===== config.mk =====
export PLATFORM = sky130hd
export DESIGN_NAME = vector_buffer_ctrl_flat
export DESIGN_NICKNAME = d
export VERILOG_FILES = /design/src/rtl/config_pkg.sv /design/src/rtl/vector_buffer_ctrl_if.sv /design/src/rtl/vector_buffer_ctrl_mem.sv /design/src/rtl/vector_buffer_ctrl.sv /design/src/flat_wrapper.sv
export SDC_FILE = /design/constraint.sdc
export NUM_CORES = 1
export LEC_CHECK = 0
export CAP_MARGIN = 10
export CORE_ASPECT_RATIO = 0.9
export CORE_MARGIN = 2
export CORE_UTILIZATION = 45
export CTS_BUF_LIST = sky130_fd_sc_hd__clkbuf_2
export DETAILED_ROUTE_END_ITERATION = 10
export PLACE_DENSITY = 0.65
export SKIP_LAST_GASP = 1
export SYNTH_ARGS = -nofsm -noshare
export SYNTH_HDL_FRONTEND = slang
export SYNTH_HIERARCHICAL = 1
export SYNTH_SLANG_ARGS = --single-unit

===== constraint.sdc =====
create_clock -name clk_i -period 8.1 [get_ports clk_i]
set_input_delay 1.62 -clock clk_i [delete_from_list [all_inputs] [get_ports clk_i]]
set_output_delay 1.62 -clock clk_i [all_outputs]
set_load 0.05 [all_outputs]

===== src/rtl/config_pkg.sv =====
// Shared word and index types for the vector buffer slice.
package config_pkg;
   localparam int D    = 8;
   localparam int DI_W = $clog2(D);

   typedef logic [DI_W-1:0]    DI_t;
   typedef logic signed [15:0] fixed_point_t;
endpackage


===== src/rtl/vector_buffer_ctrl_if.sv =====
// Stream-in, functional-unit and stream-out signals of the vector buffer.
interface vector_buffer_ctrl_if;
   import config_pkg::*;

   logic         in_valid_i;
   logic         in_ready_o;
   fixed_point_t in_data_i;
   logic         fu_valid_o;
   logic         fu_ready_i;
   logic         fu_w_en_i;
   DI_t          fu_w_addr_i;
   fixed_point_t fu_w_data_i;
   DI_t          fu_r_addr_i;
   fixed_point_t fu_r_data_o;
   logic         out_valid_o;
   logic         out_ready_i;
   fixed_point_t out_data_o;
   logic         out_last_o;

   modport slave (
      input  in_valid_i, in_data_i, fu_ready_i, fu_w_en_i, fu_w_addr_i,
             fu_w_data_i, fu_r_addr_i, out_ready_i,
      output in_ready_o, fu_valid_o, fu_r_data_o, out_valid_o, out_data_o, out_last_o
   );

   modport master (
      output in_valid_i, in_data_i, fu_ready_i, fu_w_en_i, fu_w_addr_i,
             fu_w_data_i, fu_r_addr_i, out_ready_i,
      input  in_ready_o, fu_valid_o, fu_r_data_o, out_valid_o, out_data_o, out_last_o
   );
endinterface


===== src/rtl/vector_buffer_ctrl_mem.sv =====
// Vector storage: one synchronous write port, two asynchronous read ports (FU and drain).
module vector_mem
   import config_pkg::*;
(
   input  logic         clk_i,
   input  logic         i_we,
   input  DI_t          i_w_addr,
   input  fixed_point_t i_w_data,
   input  DI_t          i_r_addr,
   output fixed_point_t o_r_data,
   input  DI_t          i_d_addr,
   output fixed_point_t o_d_data
);
   // No reset: contents survive an aborted vector.
   fixed_point_t r_mem [D];

   always_ff @(posedge clk_i) begin
      if (i_we) r_mem[i_w_addr] <= i_w_data;
   end

   assign o_r_data = r_mem[i_r_addr];
   assign o_d_data = r_mem[i_d_addr];
endmodule


===== src/rtl/vector_buffer_ctrl.sv =====
// Vector buffer sequencer: load a vector, hand it to the FU, drain the result.
// Optional RUN watchdog built when VECBUF_WATCHDOG_EN is defined.
//
// state      | meaning
// S_LOAD     | accepting input words into mem[cnt]
// S_DISPATCH | fu_valid_o high, waiting for fu_ready_i
// S_RUN      | FU owns the write port; fu_ready_i marks completion
// S_DRAIN    | streaming mem[cnt] out with backpressure
module vector_buffer_ctrl
   import config_pkg::*;
#(
   parameter int D               = config_pkg::D,
   parameter int WATCHDOG_CYCLES = 4096
) (
   input  logic                 clk_i,
   input  logic                 rst_i,
   vector_buffer_ctrl_if.slave  bus,
   output logic                 busy_o,
   output logic                 error_o
);
   localparam int CW = $clog2(D) + 1;
   localparam int AW = $clog2(D);

   typedef enum logic [1:0] {S_LOAD, S_DISPATCH, S_RUN, S_DRAIN} state_t;

   state_t          r_state;
   logic [CW-1:0]   r_cnt;
   logic            r_in_ready;
   logic            r_fu_valid;
   logic            r_out_valid;
   logic            r_out_last;

   logic            w_we;
   DI_t             w_w_addr;
   fixed_point_t    w_w_data;
   fixed_point_t    w_d_data;
   logic            w_cnt_last;

   assign w_cnt_last = (r_cnt == CW'(D - 1));

   always_comb begin
      w_we     = 1'b0;
      w_w_addr = r_cnt[AW-1:0];
      w_w_data = bus.in_data_i;
      if (r_state == S_LOAD) begin
         w_we = bus.in_valid_i;
      end else if (r_state == S_RUN) begin
         w_we     = bus.fu_w_en_i;
         w_w_addr = bus.fu_w_addr_i;
         w_w_data = bus.fu_w_data_i;
      end
   end

   vector_mem u_mem (
      .clk_i    (clk_i),
      .i_we     (w_we),
      .i_w_addr (w_w_addr),
      .i_w_data (w_w_data),
      .i_r_addr (bus.fu_r_addr_i),
      .o_r_data (bus.fu_r_data_o),
      .i_d_addr (r_cnt[AW-1:0]),
      .o_d_data (w_d_data)
   );

`ifdef VECBUF_WATCHDOG_EN
   localparam int WW = $clog2(WATCHDOG_CYCLES + 1);
   logic [WW-1:0] r_wd;
   logic          r_error;
   assign error_o = r_error;
`else
   assign error_o = 1'b0;
`endif

   always_ff @(posedge clk_i) begin
      if (rst_i) begin
         r_state     <= S_LOAD;
         r_cnt       <= '0;
         r_in_ready  <= 1'b1;
         r_fu_valid  <= 1'b0;
         r_out_valid <= 1'b0;
         r_out_last  <= 1'b0;
`ifdef VECBUF_WATCHDOG_EN
         r_wd        <= '0;
         r_error     <= 1'b0;
`endif
      end else begin
         case (r_state)
            S_LOAD: begin
               if (bus.in_valid_i) begin
                  if (w_cnt_last) begin
                     r_state    <= S_DISPATCH;
                     r_cnt      <= '0;
                     r_in_ready <= 1'b0;
                     r_fu_valid <= 1'b1;
                  end else begin
                     r_cnt <= r_cnt + 1'b1;
                  end
               end
            end
            S_DISPATCH: begin
               if (bus.fu_ready_i) begin
                  r_state    <= S_RUN;
                  r_fu_valid <= 1'b0;
`ifdef VECBUF_WATCHDOG_EN
                  r_wd       <= WW'(WATCHDOG_CYCLES - 1);
`endif
               end
            end
            S_RUN: begin
               if (bus.fu_ready_i) begin
                  r_state     <= S_DRAIN;
                  r_out_valid <= 1'b1;
                  r_out_last  <= 1'b0;
               end
`ifdef VECBUF_WATCHDOG_EN
               // Down-counter terminal count: abort without draining.
               else if (r_wd == '0) begin
                  r_state    <= S_LOAD;
                  r_in_ready <= 1'b1;
                  r_error    <= 1'b1;
               end else begin
                  r_wd <= r_wd - 1'b1;
               end
`endif
            end
            S_DRAIN: begin
               if (bus.out_ready_i) begin
                  if (w_cnt_last) begin
                     r_state     <= S_LOAD;
                     r_cnt       <= '0;
                     r_out_valid <= 1'b0;
                     r_out_last  <= 1'b0;
                     r_in_ready  <= 1'b1;
                  end else begin
                     r_cnt      <= r_cnt + 1'b1;
                     r_out_last <= (r_cnt == CW'(D - 2));
                  end
               end
            end
            default: begin
               r_state    <= S_LOAD;
               r_cnt      <= '0;
               r_in_ready <= 1'b1;
            end
         endcase
      end
   end

   assign bus.in_ready_o  = r_in_ready;
   assign bus.fu_valid_o  = r_fu_valid;
   assign bus.out_valid_o = r_out_valid;
   assign bus.out_last_o  = r_out_last;
   assign bus.out_data_o  = r_out_valid ? w_d_data : '0;
   assign busy_o          = (r_state != S_LOAD);
endmodule


===== src/flat_wrapper.sv =====
// flat-port wrapper written by rule: the top's interface ports become plain ports
module vector_buffer_ctrl_flat import config_pkg::*;
#(
   parameter int D               = config_pkg::D,
   parameter int WATCHDOG_CYCLES = 4096
)
  (clk_i, rst_i, busy_o, error_o, bus_in_valid_i, bus_in_data_i, bus_fu_ready_i, bus_fu_w_en_i, bus_fu_w_addr_i, bus_fu_w_data_i, bus_fu_r_addr_i, bus_out_ready_i, bus_in_ready_o, bus_fu_valid_o, bus_fu_r_data_o, bus_out_valid_o, bus_out_data_o, bus_out_last_o);
  vector_buffer_ctrl_if bus_i ();
  input  logic clk_i;
  input  logic rst_i;
  output logic busy_o;
  output logic error_o;
  input wire logic [$bits(bus_i.in_valid_i)-1:0] bus_in_valid_i;
  input wire logic [$bits(bus_i.in_data_i)-1:0] bus_in_data_i;
  input wire logic [$bits(bus_i.fu_ready_i)-1:0] bus_fu_ready_i;
  input wire logic [$bits(bus_i.fu_w_en_i)-1:0] bus_fu_w_en_i;
  input wire logic [$bits(bus_i.fu_w_addr_i)-1:0] bus_fu_w_addr_i;
  input wire logic [$bits(bus_i.fu_w_data_i)-1:0] bus_fu_w_data_i;
  input wire logic [$bits(bus_i.fu_r_addr_i)-1:0] bus_fu_r_addr_i;
  input wire logic [$bits(bus_i.out_ready_i)-1:0] bus_out_ready_i;
  output wire logic [$bits(bus_i.in_ready_o)-1:0] bus_in_ready_o;
  output wire logic [$bits(bus_i.fu_valid_o)-1:0] bus_fu_valid_o;
  output wire logic [$bits(bus_i.fu_r_data_o)-1:0] bus_fu_r_data_o;
  output wire logic [$bits(bus_i.out_valid_o)-1:0] bus_out_valid_o;
  output wire logic [$bits(bus_i.out_data_o)-1:0] bus_out_data_o;
  output wire logic [$bits(bus_i.out_last_o)-1:0] bus_out_last_o;
  assign bus_i.in_valid_i = bus_in_valid_i;
  assign bus_i.in_data_i = bus_in_data_i;
  assign bus_i.fu_ready_i = bus_fu_ready_i;
  assign bus_i.fu_w_en_i = bus_fu_w_en_i;
  assign bus_i.fu_w_addr_i = bus_fu_w_addr_i;
  assign bus_i.fu_w_data_i = bus_fu_w_data_i;
  assign bus_i.fu_r_addr_i = bus_fu_r_addr_i;
  assign bus_i.out_ready_i = bus_out_ready_i;
  assign bus_in_ready_o = bus_i.in_ready_o;
  assign bus_fu_valid_o = bus_i.fu_valid_o;
  assign bus_fu_r_data_o = bus_i.fu_r_data_o;
  assign bus_out_valid_o = bus_i.out_valid_o;
  assign bus_out_data_o = bus_i.out_data_o;
  assign bus_out_last_o = bus_i.out_last_o;
  vector_buffer_ctrl #(.D(D), .WATCHDOG_CYCLES(WATCHDOG_CYCLES)) u_core (.clk_i(clk_i), .rst_i(rst_i), .bus(bus_i), .busy_o(busy_o), .error_o(error_o));
endmodule

==> metrics <==
syn_nets 415; Fmax achieved 176 MHz; mapped cell area between 7000 and 8000 um2; Crit. End Element output port; most frequent cells in the layout edfxtp_1, clkdlybuf4s50_1, mux4_1; status completed; area grow syn2layout 18.0%; main combinational cell family by area after synthesis multiplexers; overall power ~1.4 mW; Vias/cell roughly 5.6; CTS tree yes; uppermost layer routed met4; Clock Latency Late Sink 0.67 ns; Detail Route Antenna Nets 0; WL met3 about 560 um; HPWL Detailed 8.90 mm; min-delay src u_core/bus.out_last_o; gr usage total 18.3%; critical path launch point bus_fu_r_addr_i[0]; fin crit period between 5 and 6 ns; commonest non-fill, non-tap cell in the layout edfxtp_1; Max Fanout on Critical Path 32; Final Setup Violations 0; crit path kind primary input to output port; Synth Area in Adders 1.07%; clk root buf clkbuf_2; mux share of post-synthesis cell area 32.1%; post-CTS sizing 0; WL met1 6.16 mm; Period Utilization, post-route 70.0%; CTS buffer count 17; Seq/Total Area, Yosys 57.6%; Critical Path AT 4.05 ns; initial antenna violation count 1; hold endpoint u_core/bus.out_last_o; FILL cells 1183; Starting Density a little under half; first-pass GRT wire length 21.7 mm; # DRC 0; Hold Path Stages 2; Layout Skew 0.0331 ns; row cnt 43; RSZ-0062 raised after global routing false; Pleak around 2.8 nW; post-route setup TNS 0 ns; Cell Pwr Density 174 nW/um2; Max clock buf depth 2; Synth Area in Compound Gates 1.26%; pre-CTS setup slack 1.89 ns; max-cap check violation count 0; Post-CTS Setup Inserts 0; Slew HR around a fifth; Max VDD drop 0.0000793 V; CP startpoint kind primary input; worst reg-to-reg path cell count 7; Post-Route WL 14.4 mm; vias in the first global route 3898; max-slew violation count 0; Hold Crit Class register to register; drt first pass iters 4; H-tree levels 4; switching portion of total power a little under a quarter; Reg2Reg Setup Slack approximately 4.6 ns; Clock Pin Slew Worst Setup and Hold Paths 0.21 ns; area of the core around 15000 um2; io pins 82; die area 16600 um2; XOR/XNOR Fraction of Synth Area less than 1%; Cells after Synth ~370; GRT Residual Overflow 0; Ys Warns 6; cell-internal power 1.10 mW; synthesized area per cell 19.2 um2; pin count of the biggest net entering global routing 38; Port Buffers 80; Seq pwr share 56.4%; CTS sink count 138; Synth Register Bits 138; final net count between 400 and 500; Routed met2 length 7.37 mm; final hold vios 0; DR iter-0 viols 309; Req. time, crit path 6.48 ns; worst setup margin 2.43 ns; worst slew pin tran 1.18 ns; routed len/inst 21.7 um; Crit Reg-Reg Startpoint u_core/r_state[0]; Synth cell types 42; Async S/R FF share, synth 0%; gpl congestion 0.732; DIE HEIGHT between 100 and 150 um; Post-synth top flop edfxtp_1; clock power share 30.1%; Switch Pwr 0.345 mW; Post-synth EDFFs 128; logic gate share of total power between 10% and 20%; share of cells above drive strength 1 24.9%; hold-fix buffers at CTS 0; die width 136 um; Synth Area in Simple Gates 5.11%; r2r endpoint u_core/u_mem/r_mem[2][13]; via count 3738
==> area by class of cell <==
| type | count | area, um2 | share of cell area, % |
|---|---|---|---|
| inverter | 5 | 18.8 | 0.226 |
| clock buffer | 18 | 90.1 | 1.09 |
| multi-input combinational | 198 | 2820 | 34.0 |
| antenna | 1 | 2.50 | 0.0302 |
| sequential | 138 | 4050 | 48.8 |
| tap | 202 | 253 | 3.05 |
| clock inverter | 13 | 178 | 2.14 |
| timing repair buffer | 89 | 883 | 10.7 |
==> worst max-delay path, cell delays in order <==
cell	delay (ns)
buf_2	0.73
mux4_1	0.70
mux2_2	0.28
clkdlybuf4s50_1	0.70
==> cell families after synthesis <==
logic type	after synthesis
flops	138
mux	118
simple gates	61
buf+inv	29
compound gates	11
fa+ha+maj	6
other cells	1
xor+xnor	1
==> worst max-delay path by stage <==
stage,to,slack [ns],cells past startpoint
6_report,bus_fu_r_data_o[6],2.43,4
5_1_grt,bus_fu_r_data_o[2],2.30,4
4_1_cts,bus_fu_r_data_o[7],1.89,5
3_5_place_dp,bus_fu_r_data_o[7],1.89,5
3_3_place_gp,bus_fu_r_data_o[10],1.98,5
2_1_floorplan,bus_fu_r_data_o[1],3.69,4
==> Yosys cell counts (4+ instances only) <==
cell type | number | share of area [%]
edfxtp_1 | 128 | 55
mux4_1 | 56 | 21
mux2_2 | 50 | 8.0
nor2_1 | 18 | 0.96
and2_1 | 16 | 1.4
dfxtp_1 | 10 | 2.9
buf_6 | 8 | 1.3
mux4_2 | 8 | 2.6
buf_1 | 6 | 0.32
ha_1 | 6 | 1.1
inv_1 | 5 | 0.27
nor3_1 | 5 | 0.36
mux2i_1 | 4 | 0.57
nand2_1 | 4 | 0.21
==> flip-flops by register name (all words and copies together), names as in the netlist <==
name	cells
u_core/r_state	2
u_core/bus.fu_valid_o	1
u_core/bus.out_last_o	1
u_core/r_cnt	4
u_core/u_mem/r_mem	128
u_core/bus.out_valid_o	1
u_core/bus.in_ready_o	1
==> power groups by stage <==
| stage | Clock [mW] | Combinational [mW] | Sequential [mW] |
|---|---|---|---|
| after detailed placement | 0 | 0.195 | 0.829 |
| after floorplan | 0 | 0.140 | 0.819 |
| after global placement | 0 | 0.192 | 0.828 |
| after CTS | 0.445 | 0.196 | 0.814 |
| after global routing | 0.473 | 0.207 | 0.816 |
| final | 0.434 | 0.194 | 0.813 |
==> layer usage <==
| metal | global-route usage, % | up-vias |
|---|---|---|
| li1 | - | 1725 |
| met4 | 7.03 | 0 |
| met3 | 4.13 | 22 |
| met1 | 22.3 | 1902 |
| met2 | 32.1 | 89 |
| met5 | 0 | - |
==> metrics by stage <==
stage          cell area (um2)  hold slack [ns]  util, %  cells
3_5_place_dp              7990            0.490     52.1    631
3_3_place_gp              7990            0.482     52.1    631
5_1_grt                   8290            0.571     54.1    664
4_1_cts                   8260            0.536     53.9    662
6_report                  8290            0.533     54.1    664
2_1_floorplan             7020            0.489        -    365
No activity file was read; power rests on OpenSTA's default activity.
